### src/rtl/wb_arbiter2.sv
// wb_arbiter2: two-master round-robin Wishbone arbiter (one stb/ack per grant); optional bus-timeout watchdog via WB_ARB_TMO_EN.
// Ports: clk, rst_n (async active-low); m0_*/m1_* master ports (adr_i, dat_i, dat_o, we_i, stb_i, ack_o);
//        s_* slave port (adr_o, dat_o, dat_i, we_o, stb_o, ack_i); owner_o current/last grantee, busy_o transfer in progress,
//        tmo_o sticky timeout flag (tied 0 unless WB_ARB_TMO_EN is defined).
module wb_arbiter2 #(
  parameter int AW = 15,
  parameter int DW = 32,
  parameter int TIMEOUT = 255
) (
  input  logic          clk,
  input  logic          rst_n,
  input  logic [AW-1:0] m0_adr_i,
  input  logic [DW-1:0] m0_dat_i,
  output logic [DW-1:0] m0_dat_o,
  input  logic          m0_we_i,
  input  logic          m0_stb_i,
  output logic          m0_ack_o,
  input  logic [AW-1:0] m1_adr_i,
  input  logic [DW-1:0] m1_dat_i,
  output logic [DW-1:0] m1_dat_o,
  input  logic          m1_we_i,
  input  logic          m1_stb_i,
  output logic          m1_ack_o,
  output logic [AW-1:0] s_adr_o,
  output logic [DW-1:0] s_dat_o,
  input  logic [DW-1:0] s_dat_i,
  output logic          s_we_o,
  output logic          s_stb_o,
  input  logic          s_ack_i,
  output logic          owner_o,
  output logic          busy_o,
  output logic          tmo_o
);
  typedef enum logic {IDLE, GRANT} state_t;
  localparam logic [15:0] TMO_M1 = 16'(TIMEOUT - 1);
  state_t state;
  logic owner, gstb, tmo_hit, ack, rd;
  // owner doubles as last_owner: it is loaded with the winner at grant time and simply kept afterwards
  assign busy_o   = state == GRANT;
  assign owner_o  = owner;
  assign gstb     = busy_o & (owner ? m1_stb_i : m0_stb_i);
  assign s_stb_o  = gstb & ~tmo_hit;
  assign s_adr_o  = busy_o ? (owner ? m1_adr_i : m0_adr_i) : '0;
  assign s_dat_o  = busy_o ? (owner ? m1_dat_i : m0_dat_i) : '0;
  assign s_we_o   = busy_o & (owner ? m1_we_i : m0_we_i);
  assign ack      = busy_o & (s_ack_i | tmo_hit);
  assign rd       = busy_o & s_ack_i;
  assign m0_ack_o = ack & ~owner;
  assign m1_ack_o = ack & owner;
  assign m0_dat_o = (rd & ~owner) ? s_dat_i : '0;
  assign m1_dat_o = (rd & owner) ? s_dat_i : '0;
  always_ff @(posedge clk or negedge rst_n)
    if (!rst_n) begin
      state <= IDLE;
      owner <= 1'b1;
    end else if (state == IDLE) begin
      if (m0_stb_i | m1_stb_i) begin
        state <= GRANT;
        owner <= (m0_stb_i & m1_stb_i) ? ~owner : m1_stb_i;
      end
    end else if (s_ack_i | ~gstb | tmo_hit) state <= IDLE;
`ifdef WB_ARB_TMO_EN
  logic [15:0] cnt;
  logic tmo_q;
  // a dropped strobe is an abort, not a stall, so only a live strobe can time out
  assign tmo_hit = gstb & ~s_ack_i & (cnt == TMO_M1);
  assign tmo_o   = tmo_q;
  always_ff @(posedge clk or negedge rst_n)
    if (!rst_n) begin
      cnt   <= '0;
      tmo_q <= 1'b0;
    end else begin
      cnt <= busy_o ? cnt + 16'd1 : '0;
      if (tmo_hit) tmo_q <= 1'b1;
    end
`else
  logic unused_tmo;
  assign unused_tmo = ^TMO_M1;
  assign tmo_hit    = 1'b0;
  assign tmo_o      = 1'b0;
`endif
endmodule

### config.mk
export PLATFORM = sky130hd
export DESIGN_NAME = wb_arbiter2
export DESIGN_NICKNAME = d
export VERILOG_FILES = /design/src/rtl/wb_arbiter2.sv
export SDC_FILE = /design/constraint.sdc
export NUM_CORES = 1
export LEC_CHECK = 0
export BUFFER_PORTS_ARGS = -buffer_cell sky130_fd_sc_hd__buf_2
export CORE_AREA = 2 2 96 98
export CTS_CLUSTER_DIAMETER = 120
export DETAILED_ROUTE_END_ITERATION = 7
export DIE_AREA = 0 0 98 100
export HOLD_SLACK_MARGIN = 0.02
export SLEW_MARGIN = 10
export SYNTH_ARGS = -nofsm -noshare
export SYNTH_HDL_FRONTEND = slang
export SYNTH_SLANG_ARGS = --single-unit
### constraint.sdc
create_clock -name clk -period 1.2 [get_ports clk]
set_input_delay 0.06 -clock clk [delete_from_list [all_inputs] [get_ports clk]]
set_output_delay 0.06 -clock clk [all_outputs]
set_load 0.01 [all_outputs]
* Word level (Yosys, flattened, before mapping)
Cells that the tools add are included.
Word-level totals: flip-flop bits (word level) 2, input bits 133, output and inout bits 118, word-level logic and storage cells 26
Cells by class: muxes and demuxes 12, bitwise gates (word level) 11, reduce and logical (&&, ||, !) cells 1
Operators with widths (count):
- 2-to-1 mux 32 bit | 4
- 2-to-1 mux 15 bit | 2
- bitwise AND 1 bit | 6
- 2-to-1 mux 1 bit | 6
- inverter 1 bit | 3
- OR 1 bit | 2
- AND reduction 2 bit | 1

* Longest topological paths before layout
word-level depth 6, gate-level depth with buffers 4, gate-level depth less buffers 2

* Worst setup path after synthesis
Ideal clock, no wire load.
path kind reg2out, start point reg owner (netlist: owner_o), end point out m1_dat_o[22], data arrival time 1264 ps, required time 1140 ps, path slack -124 ps, stages on the path, launching flop included 5, buffers on the path 2, path through dfstp_2 -> buf_4 -> and3_1 -> buf_2 -> and2_1
On the way: cells in the longest elaborated chain, start to end 2
Ends and longest elaborated chain:
- from (decl) | RTL line 37 | logic owner, gstb, tmo_hit, ack, rd;
- from (signal assigned) | RTL line 59 | owner <= (m0_stb_i & m1_stb_i) ? ~owner : m1_stb_i;
- bitwise AND 1 bit
- named net m1_ack_o | RTL line 23 | output logic m1_ack_o,
- 2-to-1 mux 32 bit | RTL line 51 | assign m1_dat_o = (rd & owner) ? s_dat_i : '0;
- to (decl) | RTL line 20 | output logic [DW-1:0] m1_dat_o,
The timed path passes the listed nets, and every way through them passes these cells.

* Worst setup path after layout
start point reg owner (netlist: owner_o), end point out m1_dat_o[12]
On the way: cells in the longest elaborated chain, start to end 2
Ends and longest elaborated chain (RTL line):
- bitwise AND 1 bit | 51
- 2-to-1 mux 32 bit | 51
Every way passes these cells.

==> reports/results.txt <==
Vias/cell = 4.168
io pins = 251
Gate Count Post-Synth = 193
top cells by area, synth = mux2i_1, and2_1, nor2b_1
CTS tree = built
share of cells above drive strength 1 = 0.7588
Die Height = 100 um
Post-Syn Area = 1426 um2
DP HPWL = 5.668 mm
area leader, netlist = mux2i_1
syn_area_per_cell = 7.391 um2
port bufs = 249
worst skew pair latency = 0.21 ns
max-slew violations = 0
die width = 98 um
CP Class = register to primary output
utilization after layout = 0.4053
Final Hold Vio Count = 0
commonest non-fill, non-tap cell in the layout = buf_2
die area = 9800 um2
RSZ-0062 raised after global routing = true
Via Count = 2363
status = finished with violations
Area growth, synth to finish = 152.6%
initial antenna violation count = 0
Period minus WS final = 1.634 ns
worst vdd ir = 0.8033 mV
Final GP Congestion = 0.7619
final non-filler cell total = 567
largest net degree at the start of global routing = 48
worst hold-check path type = input port to async pin
worst setup margin = -0.4337 ns
syn nets = 326
clk buf depth = 2
Setup Viol. Count Final = 118
Rows = 35
Fmax = 0.6121 GHz
first-pass GRT wire length = 10.39 mm
# DRC = 0
synthesized flop and latch total = 2
CP startpoint kind = register
crit end category = primary output
max cap viols = 0
most frequent cells in the layout = buf_2, and2_4, nor2b_1, mux2i_1, buf_6
final WL = 7.556 mm
# diodes = 0
worst-path fanout max = 16
root buffer cell = clkbuf_8
Seq/Total Area, Yosys = 0.03596
vias in the first global route = 2134
WHS = 0.1599 ns
YS warnings = 0
Final nets = 590
Post-Route Skew = 0.004341 ns
CTS clk-pin slew, worst paths = 0.03 ns
routed len/inst = 13.33 um
TritonCTS buffer count = 3
Cell Pwr Density = 1612 nW/um2
H-tree Lvls = 1
setup TNS = -41.56 ns
Netlist cell types = 19
failing checks = setup timing
number of antenna-violating nets in the routed design = 0
starting density of the core = 0.1605
WP data required = 1.14 ns
LEAKAGE = 2.081 nW
Final Power = 5.809 mW
total grt overflow = 0
Final Cycle Share = 1.361
All-Layer GR Usage = 0.1290
CTS Sinks = 2
First-pass DRT Iterations = 4
Synth top area share = 0.3439
placed cells = 544
DRT iter0 DRCs = 34
Core Area = 8890 um2
Worst EP arrival = 1.57 ns
worst paths after layout:
kind	start	to	slack (ns)	cells past startpoint
worst max-delay path	owner_o	m1_dat_o[12]	-0.43	5
worst min-delay path	rst_n	busy_o	0.16	2
worst max register to register	owner_o	owner_o	-0.19	6
worst min register to register	busy_o	busy_o	0.83	3
max in group asynchronous	rst_n	owner_o	0.85	2
min in group clk	m1_stb_i	owner_o	0.16	2
sequential cells by signal, indices dropped and copies added (netlist names):
signal	cells
busy_o	1
owner_o	1
metal layers:
layer | global-route usage | up-vias | part of all wire
li1 | - | 1144 | -
met2 | 0.2587 | 159 | 0.53
met1 | 0.1403 | 1052 | 0.36
met5 | 0 | - | 0
met4 | 0.02564 | 0 | 0.011
met3 | 0.02368 | 8 | 0.097
cells in the mapped netlist:
cell	n
a22o_1	1
and2_1	62
and3_1	1
and3b_2	1
buf_2	2
buf_4	7
buf_6	3
clkbuf_1	5
clkbuf_2	2
conb_1	1
dfrtp_1	1
dfstp_2	1
inv_1	1
mux2i_1	49
nand2b_1	1
nand3_1	1
nor2_1	4
nor2b_1	49
o22ai_1	1
area by class of cell:
type                            count  area [um2]
Fill cell                         905        5286
Timing Repair Buffer              278        1947
Multi-Input combinational cell    171        1418
Tap cell                          111       138.9
Sequential cell                     2       51.30
Clock buffer                        4       45.04
Inverter                            1       3.754
logic make-up after synthesis:
kind of cell | Yosys count | synth area share
other | 1 | 0.002629
and+or+nand+nor | 119 | 0.5167
AOI/OAI and AO/OA | 2 | 0.01053
DFF | 2 | 0.03597
buffers and inverters | 20 | 0.09035
muxes | 49 | 0.3439
stage by stage:
stage | setup slack, ns | instance area, um2
after detailed placement | -0.2595 | 2959
final | -0.4337 | 3603
after global placement | -0.2193 | 2959
after CTS | -0.4401 | 3465
after floorplan | -0.06255 | 1602
after global routing | -0.4906 | 3603
repair_timing:
item	CTS	global route
buffers inserted	7	3
hold endpoints to repair	2	0
gates cloned	5	4
resized for setup	49	9
pin swaps	1	3
setup endpoints to repair	117	119
hold buffers	1	0
critical path, cell delays in order (launching register included):
cell and delay (ns):
dfstp_2 0.59, buf_4 0.14, and3_4 0.22, buf_12 0.15
and2_4 0.15, buf_2 0.12
report_power, final:
group | switching (mW) | total, mW | internal [mW]
Sequential | 0.0408 | 0.149 | 0.108
Clock | 0.0609 | 0.287 | 0.226
Combinational | 2.20 | 5.37 | 3.17
Power figures use the tool's default switching activity.
